<file path="src/rtl/video_sync_decoder_pkg.sv">
// Shared video definitions: lock FSM states and the 640x480 timing constants
// that the timing generator and this decoder both use.
package video_sync_decoder_pkg;

    localparam int   VGA_HOR_TOTAL    = 800;
    localparam int   VGA_HOR_ACTIVE   = 640;
    localparam logic VGA_HOR_SYNC_POL = 1'b0;
    localparam int   VGA_VER_TOTAL    = 525;
    localparam int   VGA_VER_ACTIVE   = 480;
    localparam logic VGA_VER_SYNC_POL = 1'b0;

    typedef enum logic [1:0] {
        SEARCH = 2'd0,
        CHECK  = 2'd1,
        LOCKED = 2'd2
    } lock_state_t;

endpackage

</file>
<file path="src/rtl/video_sync_decoder_edge.sv">
// Polarity normalisation and assertion/deassertion detection for one sync or
// data-enable input. The previous sample only advances on enabled cycles.
module sync_edge_detect #(
    parameter logic POLARITY = 1'b1
) (
    input  logic clk_rgb,
    input  logic rst_n,
    input  logic ce,
    input  logic sig,
    output logic active,
    output logic asserted,
    output logic deasserted
);

    logic prev_active;

    assign active     = (sig == POLARITY);
    assign asserted   = ce & active & ~prev_active;
    assign deasserted = ce & ~active & prev_active;

    // Reset to the inactive level so a level already asserted at release
    // still produces an edge on the first enabled sample.
    // NOTE: sequential state uses non-blocking assignments so every register
    // samples the pre-edge values regardless of block ordering.
    always_ff @(posedge clk_rgb or negedge rst_n) begin
        if (!rst_n) begin
            prev_active <= 1'b0;
        end else if (ce) begin
            prev_active <= active;
        end
    end

endmodule

</file>
<file path="src/rtl/video_sync_decoder.sv">
// Recovers pixel coordinates and line/frame strobes from a raw hs/vs/de
// stream, and only qualifies pixels after LOCK_FRAMES clean frames.
module video_sync_decoder
    import video_sync_decoder_pkg::*;
#(
    parameter int   HOR_TOTAL_PIXELS  = VGA_HOR_TOTAL,
    parameter int   HOR_ACTIVE_PIXELS = VGA_HOR_ACTIVE,
    parameter logic HOR_SYNC_POLARITY = VGA_HOR_SYNC_POL,
    parameter int   VER_TOTAL_PIXELS  = VGA_VER_TOTAL,
    parameter int   VER_ACTIVE_PIXELS = VGA_VER_ACTIVE,
    parameter logic VER_SYNC_POLARITY = VGA_VER_SYNC_POL,
    parameter int   LOCK_FRAMES       = 2,
    localparam int  X_WIDTH           = $clog2(HOR_ACTIVE_PIXELS),
    localparam int  Y_WIDTH           = $clog2(VER_ACTIVE_PIXELS)
) (
    input  logic               clk_rgb,
    input  logic               rst_n,
    input  logic               ce,
    input  logic               hs,
    input  logic               vs,
    input  logic               de,
    output logic [X_WIDTH-1:0] x,
    output logic [Y_WIDTH-1:0] y,
    output logic               valid,
    output logic               line_start,
    output logic               frame_start,
    output logic               locked,
    output logic               err
);

    localparam int HW = $clog2(HOR_TOTAL_PIXELS + 1);
    localparam int VW = $clog2(VER_TOTAL_PIXELS + 1);
    localparam int CW = $clog2(LOCK_FRAMES + 1);

    localparam logic [HW-1:0] H_TOTAL    = HW'(HOR_TOTAL_PIXELS);
    localparam logic [HW-1:0] H_ACTIVE   = HW'(HOR_ACTIVE_PIXELS);
    localparam logic [VW:0]   V_TOTAL    = (VW+1)'(VER_TOTAL_PIXELS);
    localparam logic [VW:0]   V_ACTIVE   = (VW+1)'(VER_ACTIVE_PIXELS);
    localparam logic [CW-1:0] CLEAN_LAST = CW'(LOCK_FRAMES - 1);

    logic hs_active, hs_assert, hs_deassert;
    logic vs_active, vs_assert, vs_deassert;
    logic de_active, de_rise, de_fall;
    logic unused_edges;

    sync_edge_detect #(.POLARITY(HOR_SYNC_POLARITY)) u_hs_edge (
        .clk_rgb, .rst_n, .ce, .sig(hs),
        .active(hs_active), .asserted(hs_assert), .deasserted(hs_deassert)
    );
    sync_edge_detect #(.POLARITY(VER_SYNC_POLARITY)) u_vs_edge (
        .clk_rgb, .rst_n, .ce, .sig(vs),
        .active(vs_active), .asserted(vs_assert), .deasserted(vs_deassert)
    );
    sync_edge_detect #(.POLARITY(1'b1)) u_de_edge (
        .clk_rgb, .rst_n, .ce, .sig(de),
        .active(de_active), .asserted(de_rise), .deasserted(de_fall)
    );

    assign unused_edges = hs_active ^ hs_deassert ^ vs_deassert;

    lock_state_t   state, state_nxt;
    logic [CW-1:0] clean_cnt, clean_nxt;
    logic          h_armed, frame_err;
    logic [HW-1:0] h_cnt, de_cnt, de_base, de_cnt_nxt;
    logic [VW-1:0] line_cnt, act_cnt, line_cnt_nxt, act_cnt_nxt;
    logic [VW:0]   lines_closed, acts_closed;
    logic          err_now, lock_nxt;

    // NOTE: every always_comb output gets a default first so no path leaves
    // a value unassigned and infers a latch.
    always_comb begin
        de_base = hs_assert ? '0 : de_cnt;
        // hs is counted before the frame closes when both assert together.
        lines_closed = {1'b0, line_cnt} + {{VW{1'b0}}, hs_assert};
        acts_closed  = {1'b0, act_cnt} + {{VW{1'b0}}, de_fall};

        err_now = (state != SEARCH) && (
                      (de_fall && de_cnt != H_ACTIVE) ||
                      (hs_assert && h_armed && h_cnt != H_TOTAL) ||
                      (vs_assert && (lines_closed != V_TOTAL || acts_closed != V_ACTIVE)) ||
                      (ce && de_active && vs_active));

        state_nxt = state;
        clean_nxt = clean_cnt;
        if (err_now) begin
            state_nxt = CHECK;
            clean_nxt = '0;
        end else if (vs_assert) begin
            if (state == SEARCH) begin
                // The frame closed on entry was only partly observed.
                state_nxt = CHECK;
                clean_nxt = '0;
            end else if (frame_err) begin
                clean_nxt = '0;
            end else if (state == CHECK) begin
                clean_nxt = clean_cnt + 1'b1;
                if (clean_cnt == CLEAN_LAST) state_nxt = LOCKED;
            end
        end
        lock_nxt = (state_nxt == LOCKED);

        if (de_active) begin
            de_cnt_nxt = (de_base == '1) ? de_base : de_base + 1'b1;
        end else if (de_fall) begin
            de_cnt_nxt = '0;
        end else begin
            de_cnt_nxt = de_base;
        end

        line_cnt_nxt = line_cnt;
        act_cnt_nxt  = act_cnt;
        if (vs_assert) begin
            line_cnt_nxt = '0;
            act_cnt_nxt  = '0;
        end else begin
            if (hs_assert && line_cnt != '1) line_cnt_nxt = line_cnt + 1'b1;
            if (de_fall && act_cnt != '1)    act_cnt_nxt  = act_cnt + 1'b1;
        end
    end

    assign locked = (state == LOCKED);

    always_ff @(posedge clk_rgb or negedge rst_n) begin
        if (!rst_n) begin
            state       <= SEARCH;
            clean_cnt   <= '0;
            h_armed     <= 1'b0;
            frame_err   <= 1'b0;
            h_cnt       <= '0;
            de_cnt      <= '0;
            line_cnt    <= '0;
            act_cnt     <= '0;
            x           <= '0;
            y           <= '0;
            valid       <= 1'b0;
            line_start  <= 1'b0;
            frame_start <= 1'b0;
            err         <= 1'b0;
        end else if (ce) begin
            state     <= state_nxt;
            clean_cnt <= clean_nxt;
            h_armed   <= (state == SEARCH) ? 1'b0 : (h_armed | hs_assert);
            frame_err <= vs_assert ? 1'b0 : (frame_err | err_now);
            h_cnt     <= hs_assert ? HW'(1) : ((h_cnt == '1) ? h_cnt : h_cnt + 1'b1);
            de_cnt    <= de_cnt_nxt;
            line_cnt  <= line_cnt_nxt;
            act_cnt   <= act_cnt_nxt;
            if (de_active) begin
                x <= X_WIDTH'(de_base);
                y <= Y_WIDTH'(act_cnt);
            end
            valid       <= de_active && lock_nxt;
            line_start  <= de_rise && lock_nxt;
            frame_start <= de_rise && lock_nxt && (act_cnt == '0);
            err         <= err_now;
        end else begin
            line_start  <= 1'b0;
            frame_start <= 1'b0;
            err         <= 1'b0;
        end
    end

endmodule

</file>
<file path="config.mk">
export PLATFORM = sky130hd
export DESIGN_NAME = video_sync_decoder
export DESIGN_NICKNAME = d
export VERILOG_FILES = /design/src/rtl/video_sync_decoder_pkg.sv /design/src/rtl/video_sync_decoder_edge.sv /design/src/rtl/video_sync_decoder.sv
export SDC_FILE = /design/constraint.sdc
export NUM_CORES = 1
export LEC_CHECK = 0
export CAP_MARGIN = 25
export CORE_UTILIZATION = 58
export DETAILED_ROUTE_END_ITERATION = 12
export PLACE_DENSITY = 0.75
export SLEW_MARGIN = 20
export SYNTH_ARGS = -nofsm -noshare
export SYNTH_HDL_FRONTEND = slang
export SYNTH_SLANG_ARGS = --single-unit
</file>
<file path="constraint.sdc">
create_clock -name clk_rgb -period 3.1 [get_ports clk_rgb]
set_input_delay 0.62 -clock clk_rgb [delete_from_list [all_inputs] [get_ports clk_rgb]]
set_output_delay 0.62 -clock clk_rgb [all_outputs]
set_load 0.1 [all_outputs]
</file>
==> flow_summary.json <==
{
  "final_area_mm2": 0.00437,
  "cts_root_buf": "clkbuf_8",
  "rsz0062_at_grt": "false",
  "first_iter_violations": 171,
  "syn_inst": 401,
  "synth_seq_cells": 72,
  "wl_met3_um": 508,
  "synth_edf_count": 0,
  "cp_slowest_cell": "clkdlybuf4s50_1",
  "crit_required_ns": 3.34,
  "drtPass1Iterations": 5,
  "critical_path.max_fanout": 4,
  "clk_path_buf_depth": 2,
  "routed_wl_um": 8140,
  "wl_per_cell_um": 15.6,
  "hold_violations": 0,
  "grt-ovfl-total": 0,
  "io-pin-count": 30,
  "slew_headroom_pct": 45.2,
  "synth_nets": 418,
  "via_per_inst": 6.08,
  "preCtsSetupSlack_ns": -0.00814,
  "timing.setup.tns_ns": 0,
  "yosysTopAreaCell": "dfrtp_1",
  "cp_top_family": "simple AND/OR/NAND/NOR gates",
  "cp_cell_sequence": "clkdlybuf4s50_1 > or3b_1 > buf_4 > and2_1 > ha_1 > nand4_1 > o41ai_1 > nor3_1 > o21a_1 > nor2_1 > a31o_2",
  "finalPower_mw": 2.44,
  "powerDensity_mw_per_mm2": 558,
  "drt-met1-wl_um": 3480,
  "core_mm2": 0.00631,
  "fin_nets": 455,
  "worstSetupPathType": "input pin to register",
  "ir_drop_uv": 402,
  "grtUsageTotal_pct": 25.7,
  "clkTransAtPathRegs_ns": 0.07,
  "grt_max_degree": 38,
  "remaining_drc_errors": 0,
  "slowest_delay_ns": 0.46,
  "gp_congestion": 0.968,
  "synth_top_cell_area_share_pct": 47.6,
  "synth-async-reset-ratio_pct": 100,
  "synthTopCellsByArea": "dfrtp_1 (48%), nor2_1 (4.6%), o21ai_0 (4.2%)",
  "antenna_found_initial": 0,
  "chipWidth_um": 82.8,
  "grt_pass1_vias": 3076,
  "synth_common_cells": "dfrtp_1 (72), nor2_1 (46), nand2_1 (42)",
  "finalSetupViolCount": 0,
  "route.vias.total": 3164,
  "postCtsSetupBuffers": 0,
  "worstSkewPairLatency_ns": 0.35,
  "antenna_cells": 0,
  "post_cts_resized": 0,
  "end_kind": "register",
  "max_freq_ghz": 0.360,
  "hold_path.class": "input pin to async pin",
  "drv_cap": 0,
  "ys_seq_area_share_pct": 47.6,
  "start_util_pct": 60.0,
  "period_minus_slack_ns": 2.77,
  "post-route-util_pct": 69.3,
  "dr_wl_met2_um": 3970,
  "synth.avg_cell_area_um2": 9.45,
  "stdcell_count": 520,
  "numCtsBuffers": 9,
  "worst_ep_arrival_time_ns": 3.01,
  "ys_warn_count": 0,
  "grt_pass1_wl_um": 14300,
  "numPortBuffers": 29,
  "yosys.cell_types.count": 54,
  "dieHeight_um": 82.8,
  "top_layer_used": "met4",
  "finalClockSkew_ns": 0.00640,
  "netlist_area_mm2": 0.00379,
  "htreeDepth": 3,
  "crit_path_start_kind": "input pin",
  "dp_cells": 504,
  "cp_num_buf_inv": 2,
  "clock-sinks": 72,
  "setup_slack_ns": 0.326,
  "outcome": "finished, final reports clean",
  "syn2layout_area_growth_pct": 15.4,
  "hpwlAfterDp_um": 5500,
  "slew_viol_final": 0,
  "fin_crit_sh_pct": 89.5,
  "cts_hold_buf": 0,
  "worst_pin_slew_ns": 0.822,
  "die_area_mm2": 0.00686,
  "cts_tree": "built",
  "fill_cells": 498,
  "placementRows": 29,
  "ant_nets": 0,
  "yosysMostFrequentCell": "dfrtp_1",
  "dpl-instance-area_mm2": 0.00415,
  "synth_flop_cell": "dfrtp_1",
  "p_leak_nw": 1.98,
  "drive_above_1_share_pct": 16.3,
  "hold-worst-slack_ns": 0.367
}
## per-layer routing
metal	GRT usage, %	up-vias
met3	4.37	24
met5	0	-
met2	40.8	125
li1	-	1499
met4	12.1	0
met1	34.6	1516
## cell type report
cell class | count | area [um2] | area share, %
Clock buffer | 9 | 124 | 2.83
Sequential cell | 72 | 1800 | 41.2
Clock inverter | 7 | 96.3 | 2.20
Multi-Input combinational cell | 294 | 1840 | 42.1
Timing Repair Buffer | 44 | 350 | 8.01
Inverter | 17 | 63.8 | 1.46
Tap cell | 77 | 96.3 | 2.20
## worst paths after layout
check / from / cells past startpoint / slack [ns] / endpoint
max in group asynchronous: rst_n / 2 / 2.07 / state[0]$_DFFE_PN0P_
worst max-delay path: ce / 11 / 0.33 / de_cnt[5]$_DFFE_PN0P_
worst min-delay path: rst_n / 1 / 0.37 / de_cnt[3]$_DFFE_PN0P_
min in group clk_rgb: x[4]$_DFFE_PN0P_ / 2 / 0.48 / x[4]$_DFFE_PN0P_
worst min register to register: x[4]$_DFFE_PN0P_ / 2 / 0.48 / x[4]$_DFFE_PN0P_
worst max register to register: u_hs_edge.prev_active$_DFFE_PN0P_ / 10 / 0.69 / de_cnt[5]$_DFFE_PN0P_
## worst register-to-register path, cell delays in order, from the launching register on
cell	delay, ns
dfrtp_1	0.38
or3b_1	0.42
buf_4	0.18
and2_1	0.16
ha_1	0.21
nand4_1	0.15
o41ai_1	0.13
nor3_1	0.26
o21a_1	0.19
nor2_1	0.04
a31o_2	0.21
## power breakdown
group	internal [mW]	leakage, nW	switching, mW	total (mW)
combinational	0.157	0.900	0.334	0.491
clock	0.454	0.113	0.361	0.815
sequential	1.02	0.966	0.111	1.13
total	1.63	1.98	0.806	2.44
## layout by cell type, fill, tap and decap left out, drive strengths merged, types with 10 or more instances in the layout
| cell | instances |
|---|---|
| nand3 | 11 |
| nand4 | 14 |
| ha | 11 |
| o21ai | 32 |
| nor3 | 10 |
| nand2 | 42 |
| nor2 | 46 |
| buf | 40 |
| mux2 | 10 |
| xor2 | 15 |
| xnor2 | 10 |
| dfrtp | 72 |
| a21oi | 15 |
| inv | 17 |
## flip-flops by register name, indices dropped and copies added, names as in the netlist, 2 cells and up
register and cells:
h_cnt 10, line_cnt 10, state 2, clean_cnt 2
y 9, act_cnt 10, de_cnt 10, x 10
## cells by family after synthesis
logic type | synth area share (%)
and+or+nand+nor | 22.2
AOI/OAI and AO/OA | 13.2
DFF | 47.6
buffers and inverters | 3.86
xor gates and xnor gates | 5.78
muxes | 3.76
adders and majority gates | 3.63
Power figures use the tool's default switching activity.
